$ cat src/rtl/cr_iu_wb_arb.sv
// GPR write-port arbiter for the IU result bus and late LSU load returns.
// It tracks one fast-retired load and stalls EX on hazards or port conflicts.
module cr_iu_wb_arb (
    input  logic        forever_cpuclk,
    input  logic        cpurst_b,
    input  logic        rbus_wb_cmplt,
    input  logic [31:0] rbus_wb_data,
    input  logic [4:0]  rbus_wb_dst_reg,
    input  logic        rbus_wb_load,
    input  logic        ex_inst_vld,
    input  logic        ex_rs1_vld,
    input  logic        ex_rs2_vld,
    input  logic        ex_rd_vld,
    input  logic [4:0]  ex_rs1_reg,
    input  logic [4:0]  ex_rs2_reg,
    input  logic        lsu_wb_data_vld,
    input  logic [31:0] lsu_wb_data,
    input  logic        lsu_wb_acc_err,
    output logic        wb_rf_wen,
    output logic [4:0]  wb_rf_waddr,
    output logic [31:0] wb_rf_wdata,
    output logic        wb_ex_stall,
    output logic        wb_ld_pending,
    output logic        wb_acc_err_pulse
);

    typedef enum logic [1:0] {IDLE, LD_WAIT, HOLD} state_t;

    state_t      state;
    state_t      next_state;
    logic [4:0]  ld_dst;
    logic [31:0] hold_data;
    logic        hit;
    logic        rbus_acc;
    logic        wen_raw;
    logic [4:0]  waddr_raw;
    logic [31:0] wdata_raw;
    logic        ld_dst_set;
    logic        hold_set;
    logic        err_raw;
    logic        wen_ok;

    // Stall never looks at lsu_wb_data_vld, so the LSU handshake has no loop.
    assign hit = ex_inst_vld & ((ex_rs1_vld & (ex_rs1_reg == ld_dst)) |
                                (ex_rs2_vld & (ex_rs2_reg == ld_dst)) |
                                (ex_rd_vld  & (rbus_wb_dst_reg == ld_dst)));
    assign wb_ex_stall = (state != IDLE) &
                         (hit | rbus_wb_load | ((state == HOLD) & rbus_wb_cmplt));
    assign rbus_acc = rbus_wb_cmplt & ~wb_ex_stall;

    always_comb begin
        next_state = state;
        wen_raw    = 1'b0;
        waddr_raw  = 5'd0;
        wdata_raw  = 32'd0;
        ld_dst_set = 1'b0;
        hold_set   = 1'b0;
        err_raw    = 1'b0;
        case (state)
            IDLE: begin
                if (rbus_acc && rbus_wb_load) begin
                    ld_dst_set = 1'b1;
                    next_state = LD_WAIT;
                end else if (rbus_acc) begin
                    wen_raw   = 1'b1;
                    waddr_raw = rbus_wb_dst_reg;
                    wdata_raw = rbus_wb_data;
                end
            end
            LD_WAIT: begin
                if (lsu_wb_data_vld && lsu_wb_acc_err) begin
                    err_raw    = 1'b1;
                    next_state = IDLE;
                end else if (lsu_wb_data_vld && !rbus_acc) begin
                    wen_raw    = 1'b1;
                    waddr_raw  = ld_dst;
                    wdata_raw  = lsu_wb_data;
                    next_state = IDLE;
                end else if (lsu_wb_data_vld) begin
                    hold_set   = 1'b1;
                    next_state = HOLD;
                end
                // The EX write owns the port whenever it is accepted here.
                if (rbus_acc) begin
                    wen_raw   = 1'b1;
                    waddr_raw = rbus_wb_dst_reg;
                    wdata_raw = rbus_wb_data;
                end
            end
            HOLD: begin
                wen_raw    = 1'b1;
                waddr_raw  = ld_dst;
                wdata_raw  = hold_data;
                next_state = IDLE;
            end
            default: next_state = IDLE;
        endcase
    end

    // x0 writes are dropped and outputs stay quiet while reset is held.
    assign wen_ok           = wen_raw & (waddr_raw != 5'd0) & cpurst_b;
    assign wb_rf_wen        = wen_ok;
    assign wb_rf_waddr      = wen_ok ? waddr_raw : 5'd0;
    assign wb_rf_wdata      = wen_ok ? wdata_raw : 32'd0;
    assign wb_acc_err_pulse = err_raw & cpurst_b;
    assign wb_ld_pending    = (state != IDLE);

    always_ff @(posedge forever_cpuclk or negedge cpurst_b) begin
        if (!cpurst_b) begin
            state     <= IDLE;
            ld_dst    <= 5'd0;
            hold_data <= 32'd0;
        end else begin
            state <= next_state;
            if (ld_dst_set)
                ld_dst <= rbus_wb_dst_reg;
            if (hold_set)
                hold_data <= lsu_wb_data;
        end
    end

endmodule

$ cat config.mk
export PLATFORM = sky130hd
export DESIGN_NAME = cr_iu_wb_arb
export DESIGN_NICKNAME = d
export VERILOG_FILES = /design/src/rtl/cr_iu_wb_arb.sv
export SDC_FILE = /design/constraint.sdc
export NUM_CORES = 1
export LEC_CHECK = 0
export ABC_AREA = 1
export CAP_MARGIN = 20
export CORE_ASPECT_RATIO = 1.2
export CORE_UTILIZATION = 37
export CTS_CLUSTER_DIAMETER = 60
export CTS_CLUSTER_SIZE = 24
export DETAILED_ROUTE_END_ITERATION = 10
export DONT_BUFFER_PORTS = 1
export SLEW_MARGIN = 20
export SYNTH_ARGS = -nofsm -noshare
export SYNTH_HDL_FRONTEND = slang
export SYNTH_SLANG_ARGS = --single-unit
$ cat constraint.sdc
create_clock -name forever_cpuclk -period 4.05 [get_ports forever_cpuclk]
set_input_delay 1.215 -clock forever_cpuclk [delete_from_list [all_inputs] [get_ports forever_cpuclk]]
set_output_delay 1.215 -clock forever_cpuclk [all_outputs]
set_load 0.01 [all_outputs]
## Word-level counts from Yosys, hierarchy flattened

Cells that the tools add are included.

| operators by class | value |
|---|---|
| eq/ne operators | 7 |
| reduce and logical (&&, ||, !) cells | 8 |
| bitwise logic cells | 15 |
| muxes and demuxes | 33 |

Operator list:

| operator | number |
|---|---|
| $mux 32 | 6 |
| $pmux 32 s3 | 1 |
| $mux 5 | 6 |
| $eq 5x5->1 | 3 |
| $pmux 5 s3 | 1 |
| $mux 1 | 13 |
| $and 1x1->1 | 10 |
| $mux 2 | 4 |
| $reduce_bool 5->1 | 1 |
| $ne 4x4->1 const B | 1 |
| $or 1x1->1 | 4 |
| $pmux 2 s2 | 1 |
| $logic_and 1x1->1 | 3 |
| $pmux 1 s3 | 1 |
| $eq 2x1->1 const B | 1 |
| $eq 2x2->1 const B | 1 |
| $logic_not 2->1 | 1 |
| $ne 2x2->1 const B | 1 |
| $reduce_and 2->1 | 1 |
| $reduce_bool 2->1 | 1 |
| $logic_not 1->1 | 1 |
| $not 1->1 | 1 |

| storage, ports and cells | value |
|---|---|
| output and inout bits | 41 |
| register bits | 39 |

## Logic depth before layout (Yosys ltp)

| logic depth | value |
|---|---|
| depth in word-level cells | 20 |
| gate-level depth with buffers | 20 |
| mapped depth without buffers | 18 |

## Worst setup path before layout

OpenSTA, ideal clock, no wires.

| timing path | value |
|---|---|
| kind | input to output |
| from | input rbus_wb_cmplt |
| to | output wb_rf_wdata[22] |
| required time | 2.835 ns |
| stages | 17 |
| buffers on the path | 3 |
| data arrival time | 2.679 ns |
| setup slack | 0.156 ns |
| cells stage by stage | buf_2 > inv_1 > o21ai_0 > inv_1 > nand2_1 > nand2_2 > nand2_4 > inv_4 > nand2_1 > nand3_1 > nand2_1 > nand2_1 > nand3_1 > nand2_1 > buf_6 > buf_6 > nor2_1 |

| on the way | value |
|---|---|
| cells in the longest elaborated chain, start to end | 15 |
| elaborated cells between the ends (all ways) | 30 |
| classes of those cells | mux (19); bitwise (7); reduce/logical (4) |

Ends and longest elaborated chain:

| item | line | source |
|---|---|---|
| start: declaration | 6 | `input logic rbus_wb_cmplt,` |
| $and 1x1->1 | 48 | `(hit \| rbus_wb_load \| ((state == HOLD) & rbus_wb_cmplt));` |
| $or 1x1->1 | 48 |  |
| $and 1x1->1 | 47 | `assign wb_ex_stall = (state != IDLE) &` |
| $not 1->1 | 49 | `assign rbus_acc = rbus_wb_cmplt & ~wb_ex_stall;` |
| $and 1x1->1 * | 49 |  |
| $logic_not 1->1 | 74 | `end else if (lsu_wb_data_vld && !rbus_acc) begin` |
| $logic_and 1x1->1 | 74 |  |
| $mux 5 | 74 |  |
| $mux 5 | 71 | `if (lsu_wb_data_vld && lsu_wb_acc_err) begin` |
| $mux 5 | 84 | `if (rbus_acc) begin` |
| $pmux 5 s3 | 59 | `case (state)` |
| $reduce_bool 5->1 | 101 | `assign wen_ok = wen_raw & (waddr_raw != 5'd0) & cpurst_b;` |
| $and 1x1->1 (2 in series) | 101 |  |
| $mux 32 * | 104 | `assign wb_rf_wdata = wen_ok ? wdata_raw : 32'd0;` |
| end: declaration | 21 | `output logic [31:0] wb_rf_wdata,` |

Every way passes the cells marked *; elsewhere a longest branch is shown, timed or not.

## Final worst setup path

| timing path | value |
|---|---|
| from | input ex_rs1_reg[4] |
| to | output wb_rf_wdata[27] |

| on the way | value |
|---|---|
| cells in the longest elaborated chain, start to end | 20 |
| elaborated cells between the ends (all ways) | 35 |
| classes of those cells | eq/ne (1); mux (19); bitwise (11); reduce/logical (4) |

Ends and longest elaborated chain:

| item | line | source |
|---|---|---|
| start: declaration | 14 | `input logic [4:0] ex_rs1_reg,` |
| $eq 5x5->1 * | 44 | `assign hit = ex_inst_vld & ((ex_rs1_vld & (ex_rs1_reg == ld_dst)) \|` |
| $and 1x1->1 * | 44 |  |
| $or 1x1->1 * | 44 |  |
| $or 1x1->1 * | 45 | `(ex_rs2_vld & (ex_rs2_reg == ld_dst)) \|` |
| $and 1x1->1 * | 44 |  |
| $or 1x1->1 * (2 in series) | 48 |  |
| $and 1x1->1 * | 47 |  |
| $not 1->1 * | 49 |  |
| [... 2 more ...] | n/a |  |
| $logic_and 1x1->1 | 74 |  |
| $mux 5 | 74 |  |
| $mux 5 | 71 |  |
| $mux 5 | 84 |  |
| $pmux 5 s3 | 59 |  |
| $reduce_bool 5->1 | 101 |  |
| $and 1x1->1 (2 in series) | 101 |  |
| $mux 32 * | 104 |  |

Marked as above.

==> run metrics <==
sequential area share after synthesis=30.5%; Reg clk slew, reported paths=0.07 ns; Final nets=619; RR Startpoint=ld_dst[1]; Mapped Area=3200 µm²; Ports=130; DRT Pass-1 Iters=4; max_cap viols=0; CP Buf/Inv Count=3; worst min-delay path class=reg -> reg; worst path arrival time=2.85 ns; Syn Nets=610; Avg Cell Area, Syn=6.14 µm²; initial core utilization=38.8%; Worst path max stage delay=0.19 ns; CP Capture Point=wb_rf_wdata[27]; area of the multi-input gates=2100 µm²; critical-path cell list=inv_4 > nand2_1 > nand2_1 > nor2_2 > nand3_1 > nand3_1 > nand2_1 > nand2_1 > nand2_2 > nand2_4 > inv_6 > nand2_2 > nand3_2 > nand2_2 > nor2_4 > nand3_4 > nand2_8 > clkbuf_16 > nor2_1; # clock sinks=39; RSZ-0062 raised after global routing=true; CP max FO=7; fin. max-slew vios=0; fin crit period=4.07 ns; Root Driver=clkbuf_8; die height=104 µm; Reg area=976 µm²; Setup CP Type=in -> out; sequential share of power=41.2%; Synth Instances=521; drt total wl=9350 µm; DRC viols=0; Vias/cell=5.14; CTS buffer count=5; Seq cells post-synth=39; YS warnings=0; Peak Freq=246 MHz; Critical R2R Capture=hold_data[10]; Worst path most repeated cell=nand2_1; CTS hold repair buffers=0; final worst-path cycle share=100%; required time worst endpoint=2.83 ns; Leak=1.86 nW; GRT overflow=0; setup violators final=4; die width=86.9 µm; first-pass GRT wire length=14700 µm; power density cells=337 nW/µm²; Worst Tran Pin Value=0.440 ns; distinct cell type count after synthesis=22; CP Capture Type=output pin; CP Launch Point=ex_rs1_reg[4]; Routability Congestion=0.848; FF-to-FF setup slack=1.61 ns; Slew headroom=70.6%; PnR worst setup slack=-0.0157 ns; H-tree Lvls=2; outcome=complete, but fails checks; Clk pwr share=19.5%; die area=9020 µm²; vias in the first global route=3176; total power=0.00134 W; port buffer count=0; Pint=0.000823 W; largest net degree at the start of global routing=42; fillers=863; initial antenna violation count=0; Final Hold Fails=0; Area Overhead vs Synth=23.9%; share of cells above drive strength 1=21.5%; Sw Ratio=38.5%; CTS Buffer Depth=2; total core area=8240 µm²; Antenna Violating Nets Remaining=0; WL/cell=14.5 µm; smallest hold slack=0.491 ns; routed vias=3317; Combinational Power Share=39.2%; DRT iter0 DRCs=127; HPWL Detailed=6340 µm; Hold Startpoint=hold_data[24]; Switch Pwr=0.000514 W; CP max stage cell=nor2_1; failing checks=negative setup slack; Rows=36; Stages on worst setup path=19; GRT Overall Usage=20.1%; crit-path leading delay family=simple AND/OR/NAND/NOR gates; clock tree from TritonCTS=yes; Peak VDD IR=0.129 mV; Startpoint Class=input pin; n_diodes=0; cell count of the worst reg-to-reg path=15; Final Skew=0.00616 ns; clock insertion delay at the later pin of the skew report=0.29 ns
## metal layers
| metal | vias up | track usage (%) | wire [µm] |
|---|---|---|---|
| met5 | - | 0 | 0 |
| met4 | 0 | 6.19 | 208 |
| met3 | 17 | 3.65 | 484 |
| met2 | 96 | 35.8 | 4800 |
| met1 | 1541 | 24.1 | 3860 |
| li1 | 1663 | - | - |
## metrics by stage
| step | TNS, ns | cell area, µm² | setup slack [ns] | instances | utilization (%) |
|---|---|---|---|---|---|
| floorplan | 0 | 3200 | 0.156 | 521 | - |
| global placement | -0.123 | 3450 | -0.0329 | 630 | 41.9 |
| detailed placement | -0.347 | 3450 | -0.0202 | 630 | 41.9 |
| CTS | -0.246 | 3570 | -0.0205 | 638 | 43.3 |
| global route | -3.65 | 3970 | -0.134 | 645 | 48.1 |
| finish | -0.0404 | 3970 | -0.0157 | 645 | 48.1 |
## cell families (layout without fill, tap and decap cells)
group	count (synthesis)	count (layout)	synth area share [%]
simple gates	266	266	33.5
buf+inv	102	112	13.3
flops	39	39	30.5
compound gates	114	114	22.8
## worst min path at each step
| stage | endpoint | slack (ns) | depth (start not counted) |
|---|---|---|---|
| final | hold_data[24] | 0.49 | 2 |
| after global routing | hold_data[17] | 0.51 | 2 |
| after CTS | hold_data[22] | 0.49 | 2 |
| after detailed placement | hold_data[22] | 0.47 | 2 |
| after global placement | hold_data[17] | 0.47 | 2 |
| after floorplan | hold_data[0] | 0.45 | 2 |
## cell type report
class / instances / share of cell area, %
well taps: 114 / 3.60
multi-input cells: 380 / 53.0
clock inverters: 1 / 0.126
flip-flops and latches: 39 / 24.6
inverters: 74 / 7.76
clock buffers: 7 / 1.92
repair buffers: 30 / 8.99
## flip-flops by register name, summed over array words and instances, names as in the netlist
signal and count:
state 2, hold_data 32, ld_dst 5
## cell usage in the layout (no fill, tap or decap), drive strengths merged
cell / n
clkbuf: 10
nand3: 14
a21oi: 1
o21ai: 81
nor2: 55
nand2: 192
inv: 73
nand4: 5
buf: 27
clkinv: 2
o211ai: 1
o211a: 31
dfrtp: 39
## worst register-to-register path: cells and delay by family (launching register included)
family                 cells  cell delay (ns)
and+or+nand+nor           10             1.09
AOI/OAI and AO/OA          1             0.12
buffers and inverters      4             0.64
DFF                        1             0.47
## Yosys cell counts
cell        n  area [µm²]
a21oi_1     1        5.00
buf_2      10        50.1
buf_6       2        22.5
buf_8       1        15.0
clkbuf_1   15        56.3
clkinv_1    1        3.75
dfrtp_1    39         976
inv_1      69         259
inv_2       3        11.3
inv_4       1        6.26
nand2_1   190         713
nand2_2     1        6.26
nand2_4     1        11.3
nand3_1    14        70.1
nand4_1     5        31.3
nor2_1     44         165
nor2_2     10        62.6
nor2_4      1        11.3
o211a_1    31         310
o211ai_1    1        7.51
o21ai_0    78         390
o21ai_1     3        15.0
## power groups by stage
stage	Combinational, W	Clock (W)	Sequential [W]
2_1_floorplan	0.000310	0	0.000540
3_3_place_gp	0.000400	0	0.000553
3_5_place_dp	0.000411	0	0.000555
4_1_cts	0.000422	0.000269	0.000550
5_1_grt	0.000585	0.000288	0.000566
6_report	0.000524	0.000261	0.000551
## repair_timing
item / in CTS / in global routing
cloned: 0 / 4
pin swaps: 0 / 14
endpoints found under the setup margin: 30 / 38
resized for setup: 15 / 92
setup buffers: 0 / 3
Note: power is estimated with default switching activity, not from simulation.
